File: src/rtl/de_selector_pkg.sv
// Shared constants and helpers for the registered 1-to-4 de-selector.
package de_selector_pkg;

   localparam int NUM_OUTS  = 4;
   localparam int MAX_WIDTH = 64;

   localparam logic [1:0] SEL_Z0 = 2'd0;
   localparam logic [1:0] SEL_Z1 = 2'd1;
   localparam logic [1:0] SEL_Z2 = 2'd2;
   localparam logic [1:0] SEL_Z3 = 2'd3;

   // All-ones of the requested width, right-aligned in a MAX_WIDTH word.
   function automatic logic [MAX_WIDTH-1:0] idle_ones(input int width);
      return {MAX_WIDTH{1'b1}} >> (MAX_WIDTH - width);
   endfunction

endpackage

File: src/rtl/de_selector_decoder_2to4.sv
// Combinational 2-bit select to one-hot 4-bit decoder.
module decoder_2to4
   import de_selector_pkg::*;
(
   input  logic [1:0]          sel,
   output logic [NUM_OUTS-1:0] onehot
);

   always_comb begin
      onehot = '0;
      case (sel)
         SEL_Z0: onehot = 4'b0001;
         SEL_Z1: onehot = 4'b0010;
         SEL_Z2: onehot = 4'b0100;
         SEL_Z3: onehot = 4'b1000;
      endcase
   end

endmodule

File: src/rtl/de_selector_1to4.sv
// Registered 1-to-4 demultiplexer: iC routed to one of oZ0..oZ3, the rest idle.
module de_selector_1to4
   import de_selector_pkg::*;
#(
   parameter int               WIDTH    = 1,
   parameter logic [WIDTH-1:0] IDLE_VAL = WIDTH'(idle_ones(WIDTH))
) (
   input  logic             iClk,
   input  logic             iRst,
   input  logic             iEn,
   input  logic [WIDTH-1:0] iC,
   input  logic             iS1,
   input  logic             iS0,
   output logic [WIDTH-1:0] oZ0,
   output logic [WIDTH-1:0] oZ1,
   output logic [WIDTH-1:0] oZ2,
   output logic [WIDTH-1:0] oZ3
);

   logic [1:0]                     sel;
   logic [NUM_OUTS-1:0]            sel_onehot;
   logic [NUM_OUTS-1:0][WIDTH-1:0] z_d;
   logic [NUM_OUTS-1:0][WIDTH-1:0] z_q;

   assign sel = {iS1, iS0};

   decoder_2to4 u_dec (
      .sel    (sel),
      .onehot (sel_onehot)
   );

   // Every enabled edge re-decodes all four outputs, so the old target
   // drops to idle on the same edge the new one picks up iC.
   always_comb begin
      z_d = z_q;
      if (iEn) begin
         for (int n = 0; n < NUM_OUTS; n++) begin
            z_d[n] = sel_onehot[n] ? iC : IDLE_VAL;
         end
      end
   end

   always_ff @(posedge iClk) begin
      if (iRst) z_q <= {NUM_OUTS{IDLE_VAL}};
      else      z_q <= z_d;
   end

   assign oZ0 = z_q[0];
   assign oZ1 = z_q[1];
   assign oZ2 = z_q[2];
   assign oZ3 = z_q[3];

endmodule

File: config.mk
export PLATFORM = sky130hd
export DESIGN_NAME = de_selector_1to4
export DESIGN_NICKNAME = d
export VERILOG_FILES = /design/src/rtl/de_selector_pkg.sv /design/src/rtl/de_selector_decoder_2to4.sv /design/src/rtl/de_selector_1to4.sv
export SDC_FILE = /design/constraint.sdc
export NUM_CORES = 1
export LEC_CHECK = 0
export ABC_AREA = 1
export BUFFER_PORTS_ARGS = -buffer_cell sky130_fd_sc_hd__buf_2
export CORE_AREA = 2 2 39 41
export CTS_BUF_LIST = sky130_fd_sc_hd__clkbuf_16
export CTS_CLUSTER_DIAMETER = 200
export DETAILED_ROUTE_END_ITERATION = 8
export DIE_AREA = 0 0 41 43
export GPL_ROUTABILITY_DRIVEN = 0
export PLACE_DENSITY = 0.3
export SLEW_MARGIN = 20
export SYNTH_ARGS = -nofsm -noshare
export SYNTH_HDL_FRONTEND = slang
export SYNTH_SLANG_ARGS = --single-unit
export TNS_END_PERCENT = 30
File: constraint.sdc
create_clock -name iClk -period 1.2 [get_ports iClk]
set_input_delay 0.24 -clock iClk [delete_from_list [all_inputs] [get_ports iClk]]
set_output_delay 0.24 -clock iClk [all_outputs]
set_load 0.02 [all_outputs]
==> summary by stage, run 1 <==
CTS
In this run the clock root is driven by a sky130_fd_sc_hd__clkbuf_16. The number of hold buffers added after CTS was 0. The H-tree level count is 1.

After clock tree synthesis, the clock-pin slew on the worst setup and hold paths is 0.03 ns. The number of CTS-inserted buffers is 3. The count of cells resized by post-cts repair is 0. Clock latency on the worst-skew pair, taken at its later pin, is 0.22 ns. The clock net in this run drives a total of 4 sinks.

In this run the deepest clock path goes through 2 buffers. The number of buffers inserted by post-CTS setup repair is 0. The TritonCTS clock tree is built.

STA
The setup-violating endpoint count in the final report is 0. The number of max-slew violations in the final report is 0. The clock period minus final worst setup slack is 0.945 ns.

The ratio of final minimum period to clock period is 78.7%. The maximum clock rate is 1060 MHz. The remaining max-slew budget at the tightest pin is 92.4%. The measured slew at the worst slew-check pin is 0.115 ns.

On the final layout, the worst clock skew is 0 ns. The final total negative setup slack is 0 ns. The hold violation total from the final report is 0. Setup repair after global routing left no endpoint under its margin.

Hold is met by 0.255 ns.

Floorplanning
The y dimension of the die is 43 um. The I/O pin count is 10. The chip width is 41 um. The total area inside the core boundary comes to 0.00138 mm2.

The die area is 0.00176 mm2. The initial standard-cell utilization of the core is 12.1%. The initialized floorplan defines 14 standard-cell rows.

Critical path
The data arrival at the endpoint of the critical path is 0.70 ns. The biggest fanout along the worst timing path is 2. The slack of the worst reg-to-reg path is 0.59 ns. The endpoint identified for the worst register-to-register timing path is oZ1. Walking the worst path, the cells encountered are buf_2. The kind of start point of the critical path is a register.

The cell class contributing the biggest share of worst-path delay is flip-flops. The critical path's slowest cell is sky130_fd_sc_hd__dfxtp_1. By startpoint and endpoint, the worst setup path is classified as register to output port.

STA classifies the critical path endpoint as an output port. The start of the worst register-to-register path is oZ1. For the worst setup path, the data required time is 0.96 ns. The worst register-to-register path has a depth of 2. The buffering stage count on the worst path with inverters included is 1. The largest single stage delay on the critical path is 0.32 ns.

Synthesis
The sequential area share after synthesis is 47.8%. Yosys mapped the design onto 7 distinct sky130hd cell types. In this run, synthesis produced a sequential element count of 4. Counting every instance in the synthesized netlist gives 25. Ranked by total cell area, the synthesized netlist is headed by sky130_fd_sc_hd__dfxtp_1 (48%), sky130_fd_sc_hd__nand2_1 (20%), sky130_fd_sc_hd__a21oi_1 (12%), sky130_fd_sc_hd__nand3_1 (9.0%), sky130_fd_sc_hd__inv_1 (6.7%).

The share of the synthesized area in the top cell type is 47.8%. The cell type with the highest aggregate area in the netlist is sky130_fd_sc_hd__dfxtp_1. The cell area after synthesis is 168 um2. Counting every net in the synthesized netlist gives 31.

The synthesized area per cell is 6.71 um2. For this run, the number of Yosys warnings is 0.

Worst hold path
The type of the tightest min-delay check is primary input to register. The origin of the worst min-delay path is iRst. The hold-critical path depth is 3. The path with the worst hold slack has its endpoint at oZ3.

Placed design
The detailed-placement wirelength estimate is 334 um. Buffers placed on the I/O ports in this run total 9.

Cells and area
Relative to the synthesized area, the layout overhead comes to 83.6%. In the layout the commonest cells are sky130_fd_sc_hd__nand2_1 (9), sky130_fd_sc_hd__buf_2 (9), sky130_fd_sc_hd__a21oi_1 (4), sky130_fd_sc_hd__dfxtp_1 (4). The total of fill cells in the finished design is 155. 0 antenna diodes ended up in the layout.

The utilization after layout is 22.2%. The share of post-route cells with drive strength above 1 is 35.1%. The final-stage net count is 45.

Power
Dividing total power by cell area gives a power density of 2300 mW/mm2. The leakage power is 0.154 nW. After layout, the design draws a total of 0.000707 W. IR analysis of the VDD net gives a maximum drop of 0.782 mV.

GRT
The via count of the first global-routing pass came to 201. The maximum number of pins on one net before global-route repair is 6. The first global-routing pass estimated 696 um of wire. The initial antenna violation count is 0.

The total congestion overflow after global routing is 0. Global routing used 6.63% of the available tracks.

Routing
The count of TritonRoute iterations in the first routing pass is 1. For this block, the via count after detailed routing is 190. The final layout contains routed wiring with a total length of 394 um. In the routed layout, each cell is associated on average with a via count of 3.58. In this run the remaining antenna-violating nets after routing total 0. After detailed routing, the average wire length per cell comes to 7.43 um. After detailed routing, the number of remaining DRC violations is 0.

The number of DRC markers in iteration 0 is 0.

Job
Across the run, the number of max-cap violations was 0.

Status
The flow ran to the end, and the final reports show no timing, DRC or antenna violations.
[report_power, final]
part | internal, W | switching [W]
Clock | 0.000425 | 0.0000857
Combinational | 0.0000198 | 0.0000314
Sequential | 0.000142 | 0.00000368
Total | 0.000587 | 0.000121
[cell families after synthesis]
kind of cell    Yosys count  synth area share [%]
compound gates            4                  11.9
buf+inv                   4                  8.95
flops                     4                  47.8
simple gates             13                  31.3
[synthesized netlist by cell type, drive strengths merged]
cell type  instances
a21oi              4
nand3              3
inv                4
dfxtp              4
nand2              9
nor2               1
[metrics by stage]
stage / cell area [um2] / worst slack [ns] / std cells
global placement: 233 / 0.466 / 50
detailed placement: 233 / 0.458 / 50
finish: 308 / 0.255 / 53
CTS: 308 / 0.248 / 53
floorplan: 168 / 0.530 / 25
global route: 308 / 0.218 / 53
[per-layer routing]
metal,GRT usage (%),up-vias,part of all wire [%]
met3,7.85,0,11
met4,4.00,0,0
li1,-,102,-
met2,9.06,5,55
met1,5.14,83,34
met5,0,-,0
[how the worst max path moves through the flow]
| stage | to | cells after the start | start | slack (ns) |
|---|---|---|---|---|
| CTS | oZ0 | 1 | oZ0 | 0.25 |
| global route | oZ1 | 1 | oZ1 | 0.22 |
| floorplan | oZ0 | 2 | oZ0 | 0.53 |
| global placement | oZ3 | 5 | iC | 0.47 |
| finish | oZ0 | 1 | oZ0 | 0.26 |
| detailed placement | oZ2 | 5 | iC | 0.46 |
[registers in the layout (all words and copies together) (netlist names)]
name,cells
oZ0,1
oZ1,1
oZ2,1
oZ3,1
[area by class of cell]
type,count,area [um2],area share (%)
Sequential cell,4,80.1,26.0
Tap cell,16,20.0,6.50
Clock buffer,3,75.1,24.4
Inverter,4,15.0,4.88
Multi-Input combinational cell,17,72.6,23.6
Timing Repair Buffer,9,45.0,14.6
(Power assumes the default switching activity.)
==> run 2, diff against run 1 <==
==> constraint.sdc (replaced) <==
create_clock -name iClk -period 0.8 [get_ports iClk]
set_input_delay 0.16 -clock iClk [delete_from_list [all_inputs] [get_ports iClk]]
set_output_delay 0.16 -clock iClk [all_outputs]
set_load 0.02 [all_outputs]
==> run 2 against run 1 <==
Clock skew is the same. Total power grew 53%. Clock power grew 50%. Design area grew 9.8%. Utilization grew 2.2 points. Critical endpoint is now oZ2. The run now ends with setup timing left. Final cell count is the same. Via count grew 1.6%. Global-route usage grew 0.49 points. Hold slack lost 0.082 ns.
==> summary by stage, run 2 (synthesized netlist as in run 1, its figures left out) <==
Power
The power density over the cells was 3210 mW/mm2 (+40%). The leakage power is 0.165 nW (+7.3%). The peak supply drop is 1.33 mV (+71%). The total chip power is 0.00108 W (+53%).

CTS
The H-tree level count is 1 (unchanged). The clock network latency to the later pin of the worst-skew pair is 0.22 ns (about the same). The TritonCTS sink count came to 4 (unchanged).

The maximum clock path buffer count is 2 (unchanged). The total of hold buffers inserted after clock tree synthesis is 0 (unchanged). The clock-pin transition on the worst setup and hold timing paths is 0.03 ns (about the same). The TritonCTS clock tree is built. In this run the clock root is driven by a sky130_fd_sc_hd__clkbuf_16.

The number of CTS-inserted buffers is 3 (unchanged).

STA
The hold violation total from the final report was 0 (unchanged). The remaining max-slew budget at the tightest pin came to 92.5% (+0.098 points). The measured slew at the worst slew-check pin was 0.113 ns (-0.00146 ns). The maximum clock rate is 1220 MHz. The setup slack of the critical path after layout was -0.0212 ns (-0.277 ns). The clock period minus final worst setup slack is 0.821 ns.

Setup repair after global routing could not meet its margin everywhere. The worst setup skew after layout is 0 ns (unchanged). The setup-violating endpoint count in the final report is 4 (+4).

The worst hold slack after final layout came to 0.173 ns (-0.0820 ns). The number of max-slew violations in the final report came to 0 (unchanged). The ratio of final minimum period to clock period is 103%.

Cells and area
Leaving out fill and tap cells, the most frequent cell in the layout is sky130_fd_sc_hd__nand2_1. Leaving out fill and tap cells, the most frequent cells in the layout are sky130_fd_sc_hd__nand2_1 (9), sky130_fd_sc_hd__buf_2 (5), sky130_fd_sc_hd__a21oi_1 (4), sky130_fd_sc_hd__dfxtp_2 (4), sky130_fd_sc_hd__buf_6 (4). Compared with the post-synthesis result, the final layout area differs by 101%.

The filler-free cell count of the finished design was 53 (unchanged). The final-stage net count is 45 (unchanged). The diode insertion count for antenna repair came to 0 (unchanged). The total of fill cells in the finished design came to 157 (+1.3%). The share of post-route cells with drive strength above 1 is 45.9% (+11 points).

Placed design
The placed cell count is 50 (unchanged). The detailed-placement wirelength estimate is 349 um (+4.5%). The count of port buffers added during placement is 9 (unchanged). The worst-case setup slack after placement is 0.128 ns (-0.330 ns).

Floorplanning
The I/O pin count came to 10 (unchanged). The placement row count is 14 (unchanged). The chip width is 41 um (unchanged). The y dimension of the die was 43 um (unchanged). The die area is 0.00176 mm2 (unchanged). The initial standard-cell utilization of the core came to 12.1% (unchanged).

The core area is 0.00138 mm2 (unchanged).

Critical path
The biggest fanout along the worst timing path is 2 (unchanged). The worst setup path is of the register to output port kind. The required time of the worst setup path is 0.64 ns (-0.32 ns). The kind of start point of the critical path is a register. The critical path's slowest cell is sky130_fd_sc_hd__dfxtp_2. The cell class contributing the biggest share of worst-path delay is flip-flops. The buffering stage count on the worst path with inverters included is 1 (unchanged).

The signal on the critical path passes through buf_6. The maximum single-stage delay on the critical path is 0.33 ns (about the same). The critical path capture point type is an output port. The data arrival at the endpoint of the critical path was 0.66 ns (-0.04 ns).

Routing
The total vias in the final route is 193 (+1.6%). The overall routed net length is 458 um (+16%). The number of design rule violations left after detail routing is 0 (unchanged). The via-per-instance ratio is 3.64 (+1.6%). The count of TritonRoute iterations in the first routing pass is 4 (+3). The mean routed wirelength per cell was 8.64 um (+16%). The number of DRC markers in iteration 0 was 1 (+1). The count of nets left with antenna violations after detail routing is 0 (unchanged).

Status
The final reports fail on setup timing. The flow ran to the end, but the final reports show violations.

Worst hold path
In this run the worst hold path is classified as primary input to register.

GRT
The via count of the first global-routing pass is 193 (-4.0%). The total congestion overflow after global routing was 0 (unchanged). The global router's overall resource usage was 7.12% (+0.49 points). The maximum number of pins on one net before global-route repair is 6 (unchanged). The first-pass GRT wire length is 710 um (+2.0%). The initial antenna violation count is 0 (unchanged).

Job
The max-capacitance violation count came to 0 (unchanged).
## run 2: cell types whose count changed in the layout (fill, tap and decap cells not counted)
cell                      delta
sky130_fd_sc_hd__buf_2       -4
sky130_fd_sc_hd__buf_6       +4
sky130_fd_sc_hd__dfxtp_1     -4
sky130_fd_sc_hd__dfxtp_2     +4
## run 2: worst paths after layout
path         startpoint   to  slack, ns  cells past startpoint
max                 oZ2  oZ2      -0.02                      1
min                iRst  oZ1       0.17                      3
max reg2reg         oZ2  oZ2       0.17                      2
min reg2reg         oZ1  oZ1       0.46                      2
## run 2: timing repair
action                     4_1_cts  5_1_grt
setup buffers                    0        0
setup endpoints to repair        4        4
hold endpoints to repair         0        0
gates resized for setup         12        0
## run 2: tightest hold or removal path: stages
cell                      delay, ns
sky130_fd_sc_hd__buf_2         0.11
sky130_fd_sc_hd__a21oi_1       0.04
sky130_fd_sc_hd__nand2_1       0.05
## run 2: report_power, final
group	internal [W]	total [W]	switching (W)
Sequential	0.000215	0.000223	0.00000784
Clock	0.000638	0.000769	0.000132
Combinational	0.0000430	0.0000917	0.0000486
Total	0.000896	0.00108	0.000188
## run 2: per-layer routing
metal	routed length (um)	up-vias	track usage, %
li1	-	102	-
met1	160	84	5.45
met4	0	0	4.00
met2	245	7	9.38
met3	52	0	9.42
met5	0	-	0
## run 2: area by class of cell
| type | instances | area, um2 | share of cell area [%] |
|---|---|---|---|
| multi-input combinational | 17 | 72.6 | 21.5 |
| timing repair buffer | 9 | 70.1 | 20.7 |
| clock buffer | 3 | 75.1 | 22.2 |
| tap | 16 | 20.0 | 5.93 |
| sequential | 4 | 85.1 | 25.2 |
| inverter | 4 | 15.0 | 4.44 |
## run 2: stage by stage
step | utilization (%) | instance area, um2 | setup TNS (ns)
after floorplan | - | 168 | 0
after global placement | 16.8 | 233 | 0
after detailed placement | 16.8 | 233 | 0
after CTS | 24.4 | 338 | -0.0744
after global routing | 24.4 | 338 | -0.120
final | 24.4 | 338 | -0.0646
==> run 3, diff against run 2 <==
--- a/config.mk
+++ b/config.mk
@@ -7,6 +7,7 @@
 export LEC_CHECK = 0
 export ABC_AREA = 1
 export BUFFER_PORTS_ARGS = -buffer_cell sky130_fd_sc_hd__buf_2
+export CAP_MARGIN = 25
 export CORE_AREA = 2 2 39 41
 export CTS_BUF_LIST = sky130_fd_sc_hd__clkbuf_16
 export CTS_CLUSTER_DIAMETER = 200
==> constraint.sdc (replaced) <==
create_clock -name iClk -period 0.8 [get_ports iClk]
set_input_delay 0.08 -clock iClk [delete_from_list [all_inputs] [get_ports iClk]]
set_output_delay 0.08 -clock iClk [all_outputs]
set_load 0.02 [all_outputs]
==> run 3 against run 2 <==
The flow now finishes without violations. Final cell count stayed put. Non-clock buffer count unchanged. Utilization fell by 1.5 points. Maximum frequency grew 5.7%. Setup slack improved by 0.044 ns. Sequential power fell by 2%. Wire length down 1.7%. Count of clock-buffer cells in the layout is the same. Hold slack worse by 0.076 ns. Critical path depth did not move. Largest power group unchanged. Highest routed layer unchanged.
==> summary by stage, run 3 (synthesized netlist as in run 1, its figures left out) <==
Worst hold path
The startpoint identified for the worst hold timing path is iRst. The tightest min-delay check is of the primary input to register type.

Placed design
The count of port buffers added during placement is 9 (unchanged). The placed cell count is 50 (unchanged). The detailed-placement wirelength estimate is 359 um (+2.8%). The instance area at placement was 233 um2 (unchanged). The worst-case setup slack after placement was 0.187 ns (+0.0589 ns).

Floorplanning
The initial standard-cell utilization of the core is 12.1% (unchanged). The die area is 0.00176 mm2 (unchanged). The placement row count was 14 (unchanged).

The core area came to 0.00138 mm2 (unchanged). The I/O pin count is 10 (unchanged). The y dimension of the die is 43 um (unchanged). The chip width is 41 um (unchanged).

Job
The max-capacitance violation count came to 0 (unchanged).

Routing
The via-per-instance ratio is 3.64 (unchanged). The number of DRC markers in iteration 0 is 4 (+3). The total vias in the final route is 193 (unchanged). The number of design rule violations left after detail routing is 0 (unchanged). The overall routed net length is 450 um (-1.7%).

The mean routed wirelength per cell was 8.49 um (-1.7%). The count of TritonRoute iterations in the first routing pass came to 2 (-2). The count of nets left with antenna violations after detail routing is 0 (unchanged).

STA
The worst setup skew after layout is 0 ns (unchanged). The setup-violating endpoint count in the final report is 0 (-4). The setup slack of the critical path after layout is 0.0233 ns (+0.0445 ns). The ratio of final minimum period to clock period is 97.1% (-5.6 points).

The hold violation total from the final report is 0 (unchanged). The worst hold slack after final layout is 0.0970 ns (-0.0764 ns). The number of max-slew violations in the final report is 0 (unchanged). The remaining max-slew budget at the tightest pin is 93.0% (+0.54 points). The clock period minus final worst setup slack is 0.777 ns (-0.0445 ns).

The maximum clock rate is 1290 MHz (+5.7%). The measured slew at the worst slew-check pin is 0.105 ns (-0.00821 ns).

CTS
The clock network latency to the later pin of the worst-skew pair came to 0.22 ns (about the same). The clock-pin transition on the worst setup and hold timing paths is 0.03 ns (about the same). The cell sitting at the root of the clock tree is a sky130_fd_sc_hd__clkbuf_16. The number of CTS-inserted buffers came to 3 (unchanged).

The number of buffers inserted by post-CTS setup repair is 0 (unchanged). The TritonCTS sink count is 4 (unchanged). The maximum clock path buffer count is 2 (unchanged).

The H-tree level count is 1 (unchanged). TritonCTS built the clock tree.

Critical path
The biggest fanout along the worst timing path was 2 (unchanged). The first element of the critical path is oZ0. The slack of the worst reg-to-reg path was 0.19 ns (+0.02 ns). The data arrival at the endpoint of the critical path is 0.70 ns (+0.04 ns). The worst register-to-register path begins at oZ1.

On the critical path the largest part of the delay comes from flip-flops. STA classifies the critical path startpoint as a register. The maximum single-stage delay on the critical path is 0.32 ns (about the same). The required time of the worst setup path is 0.72 ns (+0.08 ns). The buffering stage count on the worst path with inverters included is 1 (unchanged). Traced cell by cell, the critical path runs through buf_2. The critical path's slowest cell is sky130_fd_sc_hd__dfxtp_1. The critical path is of the register to output port type. The worst setup path is captured at an output port.

GRT
The initial antenna violation count came to 0 (unchanged). The via count of the first global-routing pass came to 202 (+4.7%). The maximum number of pins on one net before global-route repair is 6 (unchanged). The first-pass GRT wire length was 703 um (-0.99%). The total congestion overflow after global routing is 0 (unchanged). The global router's overall resource usage was 6.82% (-0.30 points).

Cells and area
The utilization after layout is 22.9% (-1.5 points). The diode insertion count for antenna repair was 0 (unchanged). The total of fill cells in the finished design is 162 (+3.2%). The filler-free cell count of the finished design is 53 (unchanged). The most common library cell in the layout ignoring fill and taps is sky130_fd_sc_hd__nand2_1.

The final-stage net count is 45 (unchanged). The area growth from synthesis to layout is 88.8%. The summed area of non-filler cells in the final layout came to 317 um2 (-6.3%). In the layout the commonest cells are sky130_fd_sc_hd__nand2_1 (9), sky130_fd_sc_hd__buf_2 (7), sky130_fd_sc_hd__a21oi_1 (4), sky130_fd_sc_hd__dfxtp_1 (4).

The share of post-route cells with drive strength above 1 is 35.1% (-11 points).

Power
The power density over the cells is 3380 mW/mm2 (+5.2%). The leakage power is 0.159 nW (-4.0%). The peak supply drop was 1.18 mV (-11%).

Status
The run finished with clean final reports.
[run 3: cell count changes in the layout (fill, tap and decap cells not counted)]
cell	before	now
sky130_fd_sc_hd__buf_2	5	7
sky130_fd_sc_hd__dfxtp_2	4	0
sky130_fd_sc_hd__buf_4	0	1
sky130_fd_sc_hd__dfxtp_1	0	4
sky130_fd_sc_hd__buf_6	4	1
[run 3: worst paths after layout]
| check | end | cells after the start |
|---|---|---|
| max | oZ0 | 1 |
| max reg2reg | oZ1 | 2 |
| min reg2reg | oZ3 | 2 |
| min | oZ2 | 3 |
[run 3: through the flow]
stage          power [W]  setup TNS [ns]
5_1_grt          0.00111        -0.00215
4_1_cts          0.00108               0
3_5_place_dp    0.000300               0
3_3_place_gp    0.000298               0
2_1_floorplan   0.000263               0
6_report         0.00107               0
[run 3: area by class of cell]
class                           count  area (um2)  area share (%)
Multi-Input combinational cell     17        72.6            22.9
Inverter                            4        15.0            4.74
Sequential cell                     4        80.1            25.3
Timing Repair Buffer                9        53.8            17.0
Tap cell                           16        20.0            6.32
Clock buffer                        3        75.1            23.7
[run 3: where the power goes]
group           total, W  switching (W)  internal, W
clock           0.000766       0.000128     0.000637
combinational  0.0000831      0.0000486    0.0000345
sequential      0.000219     0.00000644     0.000213
[run 3: per-layer routing]
metal  global-route usage (%)  vias to the layer above  wire (um)
li1                         -                      102          -
met1                     4.81                       86        154
met2                     10.0                        5        254
met3                     7.85                        0         40
met4                     4.00                        0          0
met5                        0                        -          0
[run 3: what timing repair did]
action	CTS	global route
pin swaps	0	0
setup endpoints to repair	1	1
resized for setup	1	2
hold endpoints to repair	0	0
hold buffers	0	0
